[config.mk]
export PLATFORM = sky130hd
export DESIGN_NAME = cpu_ctrl_fsm
export DESIGN_NICKNAME = d
export VERILOG_FILES = /design/src/rtl/cpu_ctrl_fsm.sv
export SDC_FILE = /design/constraint.sdc
export NUM_CORES = 1
export LEC_CHECK = 0
export ABC_AREA = 1
export CAP_MARGIN = 20
export CORE_ASPECT_RATIO = 0.7
export CORE_MARGIN = 5
export CORE_UTILIZATION = 43
export DETAILED_ROUTE_END_ITERATION = 16
export MAX_ROUTING_LAYER = met4
export PLACE_DENSITY_LB_ADDON = 0.08
export SLEW_MARGIN = 0
export SYNTH_ARGS = -nofsm -noshare
export SYNTH_HDL_FRONTEND = slang
export SYNTH_SLANG_ARGS = --single-unit
[constraint.sdc]
create_clock -name clk -period 1.69 [get_ports clk]
set_clock_uncertainty 0.05 [all_clocks]
set_input_delay 0.338 -clock clk [delete_from_list [all_inputs] [get_ports clk]]
set_output_delay 0.338 -clock clk [all_outputs]
set_load 0.01 [all_outputs]
[src/rtl/cpu_ctrl_fsm.sv]
// Multi-cycle RV32I control sequencer: fetch/decode/execute/memory/writeback with a memory-wait timeout.
// Define CPU_CTRL_PERF_CNT_EN to add the cycle_cnt / instret_cnt performance counters.
module cpu_ctrl_fsm #(
    parameter int MEM_TIMEOUT = 16,
    parameter int CNT_W       = 8
) (
    input  logic       clk,
    input  logic       rst,
    input  logic [6:0] opcode,
    input  logic [2:0] funct3,
    input  logic [4:0] rd,
    input  logic       branch,
    output logic       imem_req,
    input  logic       imem_ready,
    output logic       ir_we,
    output logic       dmem_req,
    output logic       dmem_we,
    input  logic       dmem_ready,
    output logic       pc_we,
    output logic [1:0] pc_sel,
    output logic       rf_we,
    output logic [1:0] wb_sel,
    output logic [2:0] state,
    output logic       halted,
    output logic       illegal,
    output logic       bus_err
`ifdef CPU_CTRL_PERF_CNT_EN
    ,
    output logic [31:0] cycle_cnt,
    output logic [31:0] instret_cnt
`endif
);

    typedef enum logic [2:0] {
        S_IDLE   = 3'd0,
        S_FETCH  = 3'd1,
        S_DECODE = 3'd2,
        S_EXEC   = 3'd3,
        S_MEM    = 3'd4,
        S_WB     = 3'd5,
        S_HALT   = 3'd6
    } state_t;

    localparam logic [6:0] OP_R      = 7'b0110011;
    localparam logic [6:0] OP_IMM    = 7'b0010011;
    localparam logic [6:0] OP_LOAD   = 7'b0000011;
    localparam logic [6:0] OP_STORE  = 7'b0100011;
    localparam logic [6:0] OP_BRANCH = 7'b1100011;
    localparam logic [6:0] OP_JALR   = 7'b1100111;
    localparam logic [6:0] OP_JAL    = 7'b1101111;
    localparam logic [6:0] OP_AUIPC  = 7'b0010111;
    localparam logic [6:0] OP_LUI    = 7'b0110111;
    localparam logic [6:0] OP_SYSTEM = 7'b1110011;

    state_t           cur_state;
    state_t           next_state;
    logic [CNT_W-1:0] wait_cnt;
    logic             timeout_hit;
    logic             set_illegal;
    logic             set_bus_err;

    function automatic logic decode_legal(input logic [6:0] op, input logic [2:0] f3);
        logic ok;
        ok = 1'b0;
        case (op)
            OP_R, OP_IMM, OP_JALR, OP_JAL, OP_AUIPC, OP_LUI: ok = 1'b1;
            OP_LOAD:   ok = (f3 inside {3'b000, 3'b001, 3'b010, 3'b100, 3'b101});
            OP_STORE:  ok = (f3 inside {3'b000, 3'b001, 3'b010});
            OP_BRANCH: ok = !(f3 inside {3'b010, 3'b011});
            default:   ok = 1'b0;
        endcase
        return ok;
    endfunction

    assign state       = cur_state;
    assign halted      = (cur_state == S_HALT);
    // Only meaningful while waiting: ready low in the last allowed cycle ends in a bus error.
    assign timeout_hit = (wait_cnt == CNT_W'(MEM_TIMEOUT - 1));

    always_comb begin
        next_state  = cur_state;
        set_illegal = 1'b0;
        set_bus_err = 1'b0;
        imem_req    = 1'b0;
        ir_we       = 1'b0;
        dmem_req    = 1'b0;
        dmem_we     = 1'b0;
        pc_we       = 1'b0;
        pc_sel      = 2'd0;
        rf_we       = 1'b0;
        wb_sel      = 2'd0;
        case (cur_state)
            S_IDLE: next_state = S_FETCH;
            S_FETCH: begin
                imem_req = 1'b1;
                if (imem_ready) begin
                    ir_we      = 1'b1;
                    next_state = S_DECODE;
                end else if (timeout_hit) begin
                    next_state  = S_HALT;
                    set_bus_err = 1'b1;
                end
            end
            S_DECODE: begin
                if (decode_legal(opcode, funct3)) begin
                    next_state = S_EXEC;
                end else begin
                    next_state  = S_HALT;
                    set_illegal = (opcode != OP_SYSTEM);
                end
            end
            S_EXEC: begin
                if (opcode == OP_LOAD || opcode == OP_STORE) begin
                    next_state = S_MEM;
                end else if (opcode == OP_BRANCH) begin
                    pc_we      = 1'b1;
                    pc_sel     = branch ? 2'd1 : 2'd0;
                    next_state = S_FETCH;
                end else begin
                    next_state = S_WB;
                end
            end
            S_MEM: begin
                dmem_req = 1'b1;
                dmem_we  = (opcode == OP_STORE);
                if (dmem_ready) begin
                    if (opcode == OP_STORE) begin
                        pc_we      = 1'b1;
                        next_state = S_FETCH;
                    end else begin
                        next_state = S_WB;
                    end
                end else if (timeout_hit) begin
                    next_state  = S_HALT;
                    set_bus_err = 1'b1;
                end
            end
            S_WB: begin
                pc_we      = 1'b1;
                rf_we      = (rd != 5'd0);
                next_state = S_FETCH;
                if (opcode == OP_LOAD)
                    wb_sel = 2'd1;
                else if (opcode == OP_JAL || opcode == OP_JALR)
                    wb_sel = 2'd2;
                if (opcode == OP_JAL)
                    pc_sel = 2'd1;
                else if (opcode == OP_JALR)
                    pc_sel = 2'd2;
            end
            S_HALT:  next_state = S_HALT;
            default: next_state = S_HALT;
        endcase
    end

    // The wait counter restarts on every transition, so it only accumulates while a request is stalled.
    always_ff @(posedge clk or posedge rst) begin
        if (rst) begin
            cur_state   <= S_IDLE;
            wait_cnt    <= '0;
            illegal     <= 1'b0;
            bus_err     <= 1'b0;
`ifdef CPU_CTRL_PERF_CNT_EN
            cycle_cnt   <= 32'd0;
            instret_cnt <= 32'd0;
`endif
        end else begin
            cur_state <= next_state;
            if (next_state != cur_state)
                wait_cnt <= '0;
            else if (cur_state == S_FETCH || cur_state == S_MEM)
                wait_cnt <= wait_cnt + 1'b1;
            illegal <= illegal | set_illegal;
            bus_err <= bus_err | set_bus_err;
`ifdef CPU_CTRL_PERF_CNT_EN
            if (cur_state != S_IDLE && cur_state != S_HALT)
                cycle_cnt <= cycle_cnt + 32'd1;
            if (pc_we)
                instret_cnt <= instret_cnt + 32'd1;
`endif
        end
    end

endmodule

# Yosys cells after proc, flatten, opt, wreduce, memory -nomap -nowiden
# Index checks and enable logic that the tools add are counted.
[op_classes] n_reduce_logical=13 n_div=0 shift=0 bitwise=2 n_mux=38 n_lt_le_gt_ge=0 n_addsub=1 n_mul=0 eq_ne=23
[ops] operator="$eq A7 B6 Y1 const B" n=3
[ops] operator="$eq A7 B7 Y1 const B" n=3
[ops] operator="$mux W3" n=7
[ops] operator="$mux W1" n=19
[ops] operator="$mux W8" n=2
[ops] operator="$eq A3 B3 Y1 const B" n=5
[ops] operator="$pmux W3 S5" n=1
[ops] operator="$eq A7 B5 Y1 const B" n=2
[ops] operator="$eq A3 B2 Y1 const B" n=4
[ops] operator="$mux W2" n=5
[ops] operator="$reduce_bool A5 Y1" n=2
[ops] operator="$add A8 B1 Y8 const B" n=1
[ops] operator="$eq A8 B4 Y1 const B" n=1
[ops] operator="$eq A7 B2 Y1 const B" n=1
[ops] operator="$ne A7 B7 Y1 const B" n=1
[ops] operator="$eq A3 B1 Y1 const B" n=2
[ops] operator="$logic_not A3 Y1" n=2
[ops] operator="$reduce_or A6 Y1" n=1
[ops] operator="$pmux W1 S4" n=1
[ops] operator="$pmux W2 S2" n=1
[ops] operator="$reduce_bool A2 Y1" n=2
[ops] operator="$logic_or A1 B1 Y1" n=3
[ops] operator="$ne A3 B3 Y1" n=1
[ops] operator="$pmux W1 S3" n=1
[ops] operator="other kinds (5)" n=6
[totals] rom_bits=0 mem_count=0 latchBits=0 output_inout_bits=16 input_bits=20 ff_bits=13 ram_bits=0

# Logic depth before layout (Yosys ltp)
[logic_depth] depth_word=9 ltp_mapped=13

# Worst setup path after synthesis
# OpenSTA, ideal clock, no wires.
[synth_path] path_type="register to output" startpoint="reg cur_state[0], in the netlist state[0]" endpoint="out pc_sel[0]" arrival_ns=1.254 stages_incl_launch_ff=7 t_required_ns=1.302 setup_slack_ns=0.048 cell_sequence="dfrtp_1 > inv_2 > nor2_4 > nand2_1 > nor2_1 > inv_1 > o22ai_1"
[synth_between] elab_chain_len=2 word_cells_on_any_way=3 classes_between="eq/ne: 2; mux: 1"
[synth_lines] item="start, declared" line="55" source="state_t cur_state;"
[synth_lines] item="start signal, assigned" line="168" source="cur_state <= next_state;"
[synth_lines] item="$eq A3 B3 Y1 / $eq A3 B2 Y1 (equally long branches)" line="92" source="case (cur_state)"
[synth_lines] item="$pmux W2 S2 *" line="92"
[synth_lines] item="end, declared" line="20" source="output logic [1:0] pc_sel,"
# Mark *: on every way between the ends. The rest lies on a longest branch, timed or not.

# Worst setup path after layout
[layout_path] startpoint="in opcode[3]" endpoint="reg wait_cnt[0]"
[layout_between] elab_chain_len=8 word_cells_on_any_way=22 classes_between="eq/ne: 10; mux: 9; reduce/logical: 3"
[layout_lines] item="start, declared" line="9" source="input logic [6:0] opcode,"
[layout_lines] item="$eq A7 B7 Y1 (tied with other cells)" line="65" source="case (op)"
[layout_lines] item="$reduce_or A6 Y1" line="65"
[layout_lines] item="$pmux W1 S4" line="65"
[layout_lines] item="$mux W1" line="92"
[layout_lines] item="$mux W3" line="105" source="if (decode_legal(opcode, funct3)) begin"
[layout_lines] item="$pmux W3 S5 *" line="92"
[layout_lines] item="net next_state[2]" line="56" source="state_t next_state;"
[layout_lines] item="$ne A3 B3 Y1 *" line="169" source="if (next_state != cur_state)"
[layout_lines] item="$mux W8 / $reduce_bool A2 Y1 (equally long branches)"
[layout_lines] item="end signal, assigned" line="172" source="wait_cnt <= wait_cnt + 1'b1;"
[layout_lines] item="end, declared" line="57" source="logic [CNT_W-1:0] wait_cnt;"
# The timed path passes the listed nets; every way through them passes the cells marked *. The select of a mux whose other input is x is not followed.
# A chain may end at the register's enable or synchronous reset.

==> flow_metrics.py <==
metrics = {
    "grt": {
        "grt_max_degree": 14,
        "antenna_found_initial": 0,
        "met2_usage_pct": 41.94,
        "grt_first_pass_wirelength_mm": 6.658,
        "grt_busiest_layer": "met2",
        "grt.overflow.total": 0,
        "grt_use_met3_pct": 8.636,
        "grt_use_total_pct": 26.71,
        "grt_pass1_vias": 1467,
        "use_met1_pct": 31.85,
    },
    "clocking": {
        "cts_made_buffers": 3,
        "clkTransAtPathRegs_ns": 0.10,
        "cts_root_buffer": "clkbuf_4",
        "holdBufCountCts": 0,
        "htreeDepth": 1,
        "clock_sinks": 13,
        "clock_latency_ns": 0.30,
        "cts_tree": "done",
        "clockBufferDepth": 2,
    },
    "sta": {
        "finalSetupTns_ns": -3.721,
        "worst_pin_slew_ns": 0.5820,
        "finalHoldViolCount": 0,
        "fmax_ghz": 0.5023,
        "drv_slew": 0,
        "rsz0062_at_grt": "yes",
        "period_minus_slack_ns": 1.991,
        "slew_headroom_pct": 61.15,
        "timing.final.ws_setup_ns": -0.3008,
        "whs_ns": 0.3366,
        "timing.final.crit_share_pct": 117.8,
        "setup_viol": 18,
    },
    "synthesis": {
        "yosysWarningCount": 0,
        "synth_top_cells_by_area": "dfrtp_1 (33%), nand2_1 (14%), nor2_1 (12%)",
        "synth-xor-area-share_pct": 6.306,
        "synth_compound_area_share_pct": 7.336,
        "synth_top_family_by_area": "simple AND/OR/NAND/NOR gates",
        "synthCells": 148,
        "syn_nets": 169,
        "synth_area_um2": 972.2,
        "synth.area.mux_share_pct": 1.030,
        "synth.distinct_cells": 24,
        "synth_top_area_cell": "dfrtp_1",
        "avgSynthCellArea_um2": 6.569,
        "synth_top_area_share_pct": 33.46,
        "ys_seq_area_share_pct": 33.46,
        "synthSimpleGateAreaFrac_pct": 42.47,
        "yosys_register_bits": 13,
        "synth_adder_area_share_pct": 1.287,
    },
    "drt": {
        "viasPerCell": 6.055,
        "drt_iter0_markers": 180,
        "wirelength_mm": 5.729,
        "antenna_left": 0,
        "drc_errors": 0,
        "dr_total_vias": 1665,
        "wl_per_cell_um": 20.83,
        "drt-pass1-iter-count": 7,
    },
    "min_path": {
        "hold_path.class": "in2async",
    },
    "finish": {
        "diodes": 0,
        "layout_commonest_cell": "buf_4",
        "syn_to_final_growth_pct": 108.5,
        "drive_gt1_share_pct": 55.97,
        "multi_input_area_um2": 814.5,
        "layout_common_cells": "buf_4 (49), nand2_1 (21), nand2_2 (16), nor2_4 (14), inv_1 (14)",
        "final_nets": 265,
        "stdcell_count": 275,
        "regArea_um2": 326.6,
        "fillers": 69,
    },
    "setup_path": {
        "worstSetupEndpointType": "flip-flop",
        "slowest_delay_ns": 0.22,
        "slowest_stage": "a21oi_4",
        "cp_top_family": "simple AND/OR/NAND/NOR gates",
        "crit_type": "in2reg",
        "path_common_cell": "nand2_1",
        "crit_arrival_ns": 2.16,
        "crit_buf_inv": 5,
        "path_cells": "clkdlybuf4s15_1 > inv_2 > nand2_2 > nor2_4 > buf_6 > buf_4 > buf_4 > nand2_1 > nand2_1 > nand2_1 > nor2_2 > nand2_2 > a21oi_4 > nand2_8 > nor2_2",
        "startpoint_type": "input port",
        "required_ns": 1.86,
        "cp_max_fo": 8,
    },
    "place": {
        "dpl.hpwl_mm": 2.608,
        "place_inst": 254,
        "io_buffers": 35,
        "gp_congestion": 0.9114,
    },
    "pwr": {
        "power_leakage_nw": 0.9975,
        "total_power_mw": 0.6394,
        "powerDensity_nw_per_um2": 315.5,
        "ir_worst_vdd_mv": 0.4487,
    },
    "run_status": {
        "violations": "negative setup slack",
        "status": "complete, but fails checks",
    },
    "floorplanning": {
        "fp-row-count": 14,
        "fp.coreArea_um2": 2155,
        "start_util_pct": 45.12,
        "die-height_um": 49.78,
        "die-area_um2": 3327,
        "chipWidth_um": 66.83,
        "io_pins": 36,
    },
    "flow_run": {
        "maxCapViolCount": 0,
    },
}
what timing repair did:
action / in CTS / in global routing
setup endpoints to repair: 23 / 22
gates resized for setup: 95 / 52
setup buffers: 12 / 5
pin swaps: 19 / 18
power by group:
group,leakage [nW],internal (mW),switching [mW]
logic,0.812,0.0552,0.0571
clock network,0.0150,0.0921,0.124
registers,0.171,0.311,0
Yosys cell counts (all sizes together):
cell,n
ha,1
nand4,1
xor2,4
nand2,39
dfrtp,13
or4,1
a21oi,3
o211ai,1
o21bai,2
o21a,1
mux2i,1
nor4,1
inv,21
o22ai,1
nand3,15
nor2,35
xnor2,3
o21ai,4
nor3,1
worst reg2reg max path: stages, from the launching register on:
cell and delay (ns):
dfrtp_1 0.45, inv_2 0.12, nor2_4 0.05, buf_6 0.12, nand2_8 0.07, nor2_4 0.05
buf_6 0.11, nor2_4 0.12, nand3_2 0.10, nand2_2 0.10, nand2_2 0.08, a21oi_4 0.18
nand2_8 0.13, nor2_2 0.13
per-layer routing:
| layer | routed length [um] | vias to the layer above |
|---|---|---|
| met3 | 752 | 74 |
| met2 | 2520 | 195 |
| met5 | 0 | - |
| li1 | - | 662 |
| met4 | 411 | 0 |
| met1 | 2044 | 734 |
cell type report:
| class | count | share of cell area (%) |
|---|---|---|
| clock buffer | 4 | 1.296 |
| sequential | 13 | 16.11 |
| inverter | 21 | 3.889 |
| timing repair buffer | 91 | 36.54 |
| multi-input combinational | 114 | 40.19 |
| tap | 32 | 1.975 |
logic make-up (layout without fill, tap and decap cells):
logic type	Yosys count	after routing
mux	1	1
simple gates	93	93
compound gates	12	12
flops	13	13
fa+ha+maj	1	1
buf+inv	21	116
xor+xnor	7	7
final timing paths:
path,slack (ns),from,depth (start not counted),endpoint
max reg2reg,-0.25,state[0]$_DFF_PP0_,13,wait_cnt[0]$_DFFE_PP0P_
max in group asynchronous,0.84,rst,2,state[1]$_DFF_PP0_
max,-0.30,opcode[3],15,wait_cnt[0]$_DFFE_PP0P_
min reg2reg,0.45,illegal$_DFF_PP0_,1,illegal$_DFF_PP0_
min,0.34,rst,2,bus_err$_DFF_PP0_
min in group clk,0.45,illegal$_DFF_PP0_,1,illegal$_DFF_PP0_
state kept, by name, summed over array words and instances, names as in the netlist:
name	cells
state	3
bus_err	1
illegal	1
wait_cnt	8
through the flow:
step / setup slack, ns / utilization (%) / instance area, um2
2_1_floorplan: 0.04820 / - / 972.2
3_3_place_gp: -0.7367 / 76.83 / 1655
3_5_place_dp: -0.8404 / 76.83 / 1655
4_1_cts: -0.09345 / 85.02 / 1832
5_1_grt: -0.3540 / 94.08 / 2027
6_report: -0.3008 / 94.08 / 2027
Power figures use the tool's default switching activity.
